### src/rtl/wormhole_router.sv
// Flattened-butterfly wormhole router node: per-input FIFOs, dimension-order routing, per-output locking.
// Define ROUTER_PKT_CNT_EN to add pkt_cnt_o (per-output tail-flit counters).
module wormhole_router #(
  parameter int DATA_W       = 16,
  parameter int FIFO_DEPTH   = 8,
  parameter int NODE_PER_ROW = 4,
  parameter int NODE_PER_COL = 4,
  parameter int INPORT       = 7,
  parameter int OUTPORT      = 7,
  parameter int AF_SLACK     = 2,
  parameter int curr_dim0    = 0,
  parameter int curr_dim1    = 0
) (
  input  logic                      clk,
  input  logic                      rst,
  input  logic [INPORT-1:0]         valid_i,
  input  logic [INPORT*DATA_W-1:0]  data_i,
  input  logic [OUTPORT-1:0]        off_sigs_i,
  output logic [OUTPORT-1:0]        valid_o,
  output logic [OUTPORT*DATA_W-1:0] data_o,
  output logic [INPORT-1:0]         off_sigs_o,
  output logic [INPORT-1:0]         err_o
`ifdef ROUTER_PKT_CNT_EN
  ,
  output logic [OUTPORT*16-1:0]     pkt_cnt_o
`endif
);
  localparam int DIM0_W = $clog2(NODE_PER_ROW);
  localparam int DIM1_W = $clog2(NODE_PER_COL);
  localparam int PTR_W  = $clog2(FIFO_DEPTH);
  localparam int CNT_W  = PTR_W + 1;
  localparam int IN_W   = $clog2(INPORT);
  localparam int OUT_W  = $clog2(OUTPORT);

  logic [DATA_W-1:0] front [INPORT];
  logic [OUT_W-1:0]  route [INPORT];
  logic [IN_W-1:0]   src   [OUTPORT];
  logic [INPORT-1:0] nonempty, req, pop, discard;
  logic [OUTPORT-1:0] xfer;

  for (genvar gi = 0; gi < INPORT; gi++) begin : g_in
    logic [DATA_W-1:0] mem [FIFO_DEPTH];
    logic [PTR_W-1:0]  wr_ptr_reg, rd_ptr_reg;
    logic [CNT_W-1:0]  count_reg;
    logic              active_reg, err_reg, full, wr_en;
    logic [OUT_W-1:0]  route_reg, route_loc;
    logic [DIM0_W-1:0] dst0;
    logic [DIM1_W-1:0] dst1;

    assign full          = (count_reg == CNT_W'(FIFO_DEPTH));
    assign wr_en         = valid_i[gi] && (!full || pop[gi]);
    assign front[gi]     = mem[rd_ptr_reg];
    assign nonempty[gi]  = (count_reg != '0);
    assign off_sigs_o[gi] = (count_reg >= CNT_W'(FIFO_DEPTH - AF_SLACK));
    assign discard[gi]   = nonempty[gi] && !active_reg && !front[gi][0];
    assign req[gi]       = nonempty[gi] && !active_reg && front[gi][0];
    assign dst0          = front[gi][2 +: DIM0_W];
    assign dst1          = front[gi][2+DIM0_W +: DIM1_W];
    assign err_o[gi]     = err_reg;
    // Head route is only meaningful while idle; an active input follows its latched route.
    assign route[gi]     = active_reg ? route_reg : route_loc;

    always_comb begin
      route_loc = '0;
      if (int'(dst0) != curr_dim0)
        route_loc = OUT_W'(1 + ((int'(dst0) < curr_dim0) ? int'(dst0) : int'(dst0) - 1));
      else if (int'(dst1) != curr_dim1)
        route_loc = OUT_W'(NODE_PER_ROW + ((int'(dst1) < curr_dim1) ? int'(dst1) : int'(dst1) - 1));
    end

    always_ff @(posedge clk) begin
      if (wr_en) mem[wr_ptr_reg] <= data_i[gi*DATA_W +: DATA_W];
    end

    always_ff @(posedge clk) begin
      if (rst) begin
        wr_ptr_reg <= '0;
        rd_ptr_reg <= '0;
        count_reg  <= '0;
        active_reg <= 1'b0;
        route_reg  <= '0;
        err_reg    <= 1'b0;
      end else begin
        if (wr_en)   wr_ptr_reg <= wr_ptr_reg + 1'b1;
        if (pop[gi]) rd_ptr_reg <= rd_ptr_reg + 1'b1;
        if (wr_en && !pop[gi])      count_reg <= count_reg + 1'b1;
        else if (!wr_en && pop[gi]) count_reg <= count_reg - 1'b1;
        if ((valid_i[gi] && !wr_en) || discard[gi]) err_reg <= 1'b1;
        if (pop[gi] && !discard[gi]) begin
          if (!active_reg && !front[gi][1]) begin
            active_reg <= 1'b1;
            route_reg  <= route_loc;
          end else if (active_reg && front[gi][1]) begin
            active_reg <= 1'b0;
          end
        end
      end
    end
  end

  always_comb begin
    pop = discard;
    for (int o = 0; o < OUTPORT; o++)
      for (int v = 0; v < INPORT; v++)
        if (xfer[o] && src[o] == IN_W'(v)) pop[v] = 1'b1;
  end

  for (genvar go = 0; go < OUTPORT; go++) begin : g_out
    logic [INPORT-1:0] req_vec;
    logic              locked_reg, valid_reg, found;
    logic [IN_W-1:0]   owner_reg, ptr_reg, winner;
    logic [DATA_W-1:0] data_reg, flit;

    always_comb begin
      for (int v = 0; v < INPORT; v++)
        req_vec[v] = req[v] && (route[v] == OUT_W'(go));
    end

    // Round-robin search starting at the pointer.
    always_comb begin
      winner = '0;
      found  = 1'b0;
      for (int i = 0; i < INPORT; i++) begin
        int idx;
        idx = int'(ptr_reg) + i;
        if (idx >= INPORT) idx = idx - INPORT;
        if (!found && req_vec[idx]) begin
          found  = 1'b1;
          winner = IN_W'(idx);
        end
      end
    end

    assign src[go]  = locked_reg ? owner_reg : winner;
    assign xfer[go] = !off_sigs_i[go] && (locked_reg ? nonempty[owner_reg] : found);
    assign flit     = front[src[go]];
    assign valid_o[go] = valid_reg;
    assign data_o[go*DATA_W +: DATA_W] = data_reg;

    always_ff @(posedge clk) begin
      if (rst) begin
        locked_reg <= 1'b0;
        owner_reg  <= '0;
        ptr_reg    <= '0;
        valid_reg  <= 1'b0;
        data_reg   <= '0;
      end else begin
        valid_reg <= xfer[go];
        if (xfer[go]) begin
          data_reg <= flit;
          if (locked_reg) begin
            if (flit[1]) locked_reg <= 1'b0;
          end else begin
            ptr_reg <= (winner == IN_W'(INPORT-1)) ? '0 : winner + 1'b1;
            if (!flit[1]) begin
              locked_reg <= 1'b1;
              owner_reg  <= winner;
            end
          end
        end
      end
    end

`ifdef ROUTER_PKT_CNT_EN
    logic [15:0] pkt_cnt_reg;
    always_ff @(posedge clk) begin
      if (rst) pkt_cnt_reg <= '0;
      else if (xfer[go] && flit[1]) pkt_cnt_reg <= pkt_cnt_reg + 16'd1;
    end
    assign pkt_cnt_o[go*16 +: 16] = pkt_cnt_reg;
`endif
  end
endmodule

### config.mk
export PLATFORM = sky130hd
export DESIGN_NAME = wormhole_router
export DESIGN_NICKNAME = d
export VERILOG_FILES = /design/src/rtl/wormhole_router.sv
export SDC_FILE = /design/constraint.sdc
export NUM_CORES = 2
export LEC_CHECK = 0
export CAP_MARGIN = 20
export CORE_AREA = 3 3 349 385
export CTS_CLUSTER_DIAMETER = 40
export DETAILED_ROUTE_END_ITERATION = 6
export DIE_AREA = 0 0 352 388
export PLACE_DENSITY = 0.68
export REMOVE_ABC_BUFFERS = 1
export SLEW_MARGIN = 20
export SYNTH_ARGS = -nofsm -noshare
export SYNTH_HDL_FRONTEND = slang
export SYNTH_SLANG_ARGS = --single-unit
### constraint.sdc
create_clock -name clk -period 9.37 [get_ports clk]
set_input_delay 2.3425 -clock clk [delete_from_list [all_inputs] [get_ports clk]]
set_output_delay 2.3425 -clock clk [all_outputs]
set_load 0.02 [all_outputs]
[After elaboration in Yosys (flattened, before gate mapping)]
Memory sizes are Yosys's and may differ from the RTL's. A register that Yosys moved wholly into a read port is not among the register bits.
Cells that the tools add are included.
Cells by class
  magnitude comparators: 119
  equality and inequality tests: 98
  bitwise logic cells: 21
  reduce and logical (&&, ||, !) cells: 406
  $add $sub $neg: 154
  muxes and demuxes: 483
Operators with widths (count)
  $lt 32x5->1 const B: 49
  $mux 32: 49
  $bmux 16 s3: 7
  $mux 3: 98
  $mux 1: 245
  $mux 16: 14
  $logic_and 1x1->1: 217
  $sub 4x3->5 const B: 42
  $ge 4x3->1 const B: 49
  $bmux 1 s3: 56
  $eq 3x3->1 const B: 49
  $logic_not 1->1: 98
  $add 3x3->4 const B: 21
  $eq 3x2->1 const B: 28
  $add 3x1->3 const B: 21
  $add 3x2->4 const B: 14
  $mux 4: 14
  $reduce_bool 2->1: 28
  $eq 3x1->1 const B: 14
  $logic_not 3->1: 14
  $reduce_and 2->1: 21
  $sub 2x1->3 const B: 14
  $add 3x1->4 const B: 7
  $add 4x1->4 const B: 7
  13 further kinds: 105
Word-level totals
  logic and storage cells: 1365
  memories kept: 7
  memory bits (writable): 896
  flip-flop bits (word level): 273
  input bits: 128
Memory list
  g_in[0].mem: depth 8, width 16, read ports 1, clocked after Yosys merged registers in 1, write ports 1, line 42  | logic [DATA_W-1:0] mem [FIFO_DEPTH];
  g_in[1].mem: depth 8, width 16, read ports 1, clocked after Yosys merged registers in 1, write ports 1, line 42
  g_in[2].mem: depth 8, width 16, read ports 1, clocked after Yosys merged registers in 1, write ports 1, line 42
  g_in[3].mem: depth 8, width 16, read ports 1, clocked after Yosys merged registers in 1, write ports 1, line 42
  g_in[4].mem: depth 8, width 16, read ports 1, clocked after Yosys merged registers in 1, write ports 1, line 42
  g_in[5].mem: depth 8, width 16, read ports 1, clocked after Yosys merged registers in 1, write ports 1, line 42
  +1 memories

[Longest topological paths before layout]
  word-level depth: 45
  gate-level depth with buffers: 30
  depth with buffers taken out: 26

[Worst setup path after synthesis]
OpenSTA, ideal clock, no wires.
  path type: reg2reg
  from: register with a tool-made name
  to: memory g_in[4].mem[4][0] (enable)
  cell stages (with the launch flop): 18
  library setup time: 0.478 ns
  required time: 8.892 ns
  clock period less this slack: 7.645 ns
  data arrival time: 7.168 ns
  buffers on the path: 3
  setup slack: 1.725 ns
  cell sequence: dfxtp_1 -> buf_6 -> buf_6 -> mux2_1 -> mux4_2 -> nand4_1 -> nor2_1 -> or4b_1 -> o211a_1 -> or3_1 -> nor4_1 -> nand2_1 -> and2_1 -> buf_2 -> or4_1 -> a21oi_4 -> nor4b_4 -> a2111oi_0
RTL lines (line)
  to (decl): 42

==> metrics <==
Via density=6.955; H-tree depth=4; Yosys Warn Count=0; Port Buffer Count=260; Final Max Tran Viols=0; total negative slack=0 ns; gr ovfl total=0; All-Layer GR Usage=36.64%; final clock period utilization by the worst path=93.77%; status=finished with violations; Fillers=10.37k; RSZ-0062 raised after global routing=no; fraction of layout cells with a size suffix above 1=17.64%; Detailed Routing Iterations Pass 1=7; # Post-CTS Setup Buffers=0; busiest grt layer=met2; detailed placement HPWL=186300 um; Die Wd=352 um; initial antenna violation count=14; M2 GR Usage=53.27%; number of flops mapped to enable cells by yosys=896; Simple-Gate Fraction of Synth Area=12.65%; Yosys cell types=135; Inserted Clock Buffers=155; Starting Density=50.85%; largest net degree at the start of global routing=78; Max Buffers Root-to-Sink=3; FP Rows=139; Gate Count Post-Synth=5766; Max Cap Viol=0; later-pin clock latency in the skew report=0.81 ns; fraction of registers with async set/reset=0%; Hold Slack=0.4623 ns; Setup Crit Path Kind=flop to flop; final wirelength=257200 um; Root Buffer=clkbuf_16; CTS Hold Bufs=0; Worst Min Path Start=g_out[0].data_reg[11]$_SDFFE_PP0P_; number of cells after detailed placement=7703; drc violations=78; Max transition margin=14.17%; global placer's final weighted congestion=1.085; vias in the first global route=52.51k; mux share of post-synthesis cell area=13.56%; Finished Core Util=59.35%; reg-to-reg endpoint=g_in[3].count_reg[3]$_SDFFE_PP0P_; Worst Tran Pin Value=1.262 ns; Routed WL per cell=32.15 um; failing checks=DRC; CP startpoint kind=flop; largest family of logic cells by synthesized area=compound AO/OA/AOI/OAI gates; vias=55.64k; GR Util met1=46.41%; # IOs=261; First DRT Iteration DRCs=7720; Req. time, crit path=10.08 ns; average size of a mapped cell=11.52 um2; Worst Hold Class=flop to flop; worst hold path endpoint=g_out[0].data_reg[11]$_SDFFE_PP0P_; Area Overhead vs Synth=16.71%; minimum clock period=8.786 ns; first-pass GRT wire length=368700 um; Final setup violation count=0; Cell Area, Synth=66410 um2; CTS sink count=1182; core outline area=130600 um2; final non-filler cell total=7999; max reg flops=896; Die Footprint=136600 um2; Final ANT Viol Nets=0; CTS resizes=0; worst-case reg-to-reg path depth=24; data arrival time of the critical path=9.50 ns; TritonCTS clock tree=built; compound-cell area share of the yosys netlist=17.67%; met3 GRT Util=13.44%; final net count=6368; adder-cell share of the synthesized area=2.794%; hold depth=2; Synth Area in XOR/XNOR=1.029%; Final Hold Vio Count=0; Worst R2R Setup Slack=0.58 ns; register area=32640 um2; Clock Skews=0.04461 ns; Crit Path Max Fanout=21; Die Ht=388 um; multi-input logic area=32190 um2; Synth Flop Type=edfxtp_1; clock-pin slew on the worst setup and hold paths=0.06 ns; #FFs+latches synth=1182; CP endpoint kind=flop; sequential area share after synthesis=49.13%; Max Clk Rate=113.8 MHz
cells in the mapped netlist, types with 48 or more instances:
cell type    n  share of area, %
edfxtp_1   896                41
nand2_1    445               2.5
nor2_1     430               2.4
dfxtp_1    286               8.6
a21oi_1    266               2.0
o21ai_0    241               1.8
mux2i_1    230               3.5
clkbuf_1   215               1.2
mux4_2     214               7.3
nor3_1     155               1.2
ha_1       133               2.5
mux2_2     129               2.2
nand3_1    126              0.95
inv_1      112              0.63
o22ai_1     99              0.93
a31oi_1     98              0.92
a22oi_1     81              0.92
o211ai_1    81              0.92
a211oi_1    72              0.81
nor4_1      65              0.61
nand2b_1    56              0.53
nand4_1     50              0.47
and3_1      49              0.46
xnor2_1     49              0.65
buf_1       48              0.27
worst max path at each step:
stage	from	end	slack [ns]	depth (start not counted)
4_1_cts	flop	g_in[0].count_reg[3]$_SDFFE_PP0P_	0.90	22
5_1_grt	flop	g_in[3].count_reg[3]$_SDFFE_PP0P_	0.15	24
2_1_floorplan	flop	g_in[4].mem[4][0]$_DFFE_PP_	-0.38	14
3_5_place_dp	flop	g_in[0].count_reg[3]$_SDFFE_PP0P_	0.93	22
6_report	flop	g_in[3].count_reg[3]$_SDFFE_PP0P_	0.58	24
3_3_place_gp	g_out[5].ptr_reg[1]$_SDFFE_PP0P_	g_in[5].count_reg[3]$_SDFFE_PP0P_	1.07	26
layer usage:
layer / wire length (um) / part of all wire, %
met5: 228 / 0.089
met4: 19350 / 7.5
met3: 32250 / 13
met2: 108900 / 42
met1: 96450 / 38
cells by family after synthesis:
group                    after synthesis
buffers and inverters                474
multiplexers                         604
adder cells (fa/ha/maj)              143
AO/OA/AOI/OAI                       1612
XOR/XNOR                              78
AND/OR/NAND/NOR                     1673
flip-flops                          1182
cells in the final DEF, fill, tap and decap left out, types with 32 or more instances in the layout:
cell type	count
and2_1	42
a22oi_1	81
o31ai_1	40
ha_1	133
nor2_1	429
a21oi_1	263
nand2b_1	56
o211ai_1	81
nor2b_1	36
nand4_1	50
a211oi_1	70
mux4_2	214
inv_1	111
nor3_1	144
a21o_1	42
o21ai_0	237
or3_1	41
dfxtp_1	278
a31oi_1	98
o22ai_1	99
and3_1	49
edfxtp_1	896
nor4_1	55
buf_4	265
clkdlybuf4s50_1	259
a222oi_1	35
nand3_1	126
nand2_1	445
xnor2_1	49
clkbuf_16	158
mux2_2	129
a221oi_1	32
a311oi_1	32
mux2i_1	215
layout make-up:
cell class              instances  area share (%)
flip-flops and latches       1182           42.11
multi-input cells            4110           41.53
repair buffers                528           5.987
clock buffers                 196           5.388
well taps                    1762           2.844
clock inverters                93           1.524
inverters                     121          0.5940
diodes                          7         0.02260
worst max-delay path: stages, from the launching register on:
cell,delay (ns)
dfxtp_2,0.78
mux2_2,0.40
mux4_2,0.74
a21boi_2,0.64
a211oi_1,0.24
buf_4,0.23
a21oi_1,0.27
nand4_1,0.29
a221oi_2,0.71
o221ai_1,0.27
a32oi_1,0.48
o21ai_2,0.28
nand4_1,0.17
o2111ai_1,0.27
or3_1,0.65
o21ai_2,0.62
inv_1,0.11
ha_1,0.25
inv_1,0.12
ha_1,0.25
a21o_1,0.17
a21oi_1,0.19
xnor2_1,0.09
or3_1,0.31
a21oi_1,0.14
stage by stage:
stage                     setup WS, ns  area (um2)
after floorplan                -0.3791       64780
after global placement           1.068       72100
after detailed placement        0.9342       72120
after CTS                       0.9017       77480
after global routing            0.1463       77500
final                           0.5837       77510
Power is left out: the tool's default activity adds up to more than one toggle a clock period on the data nets, which glitch-free logic cannot reach.
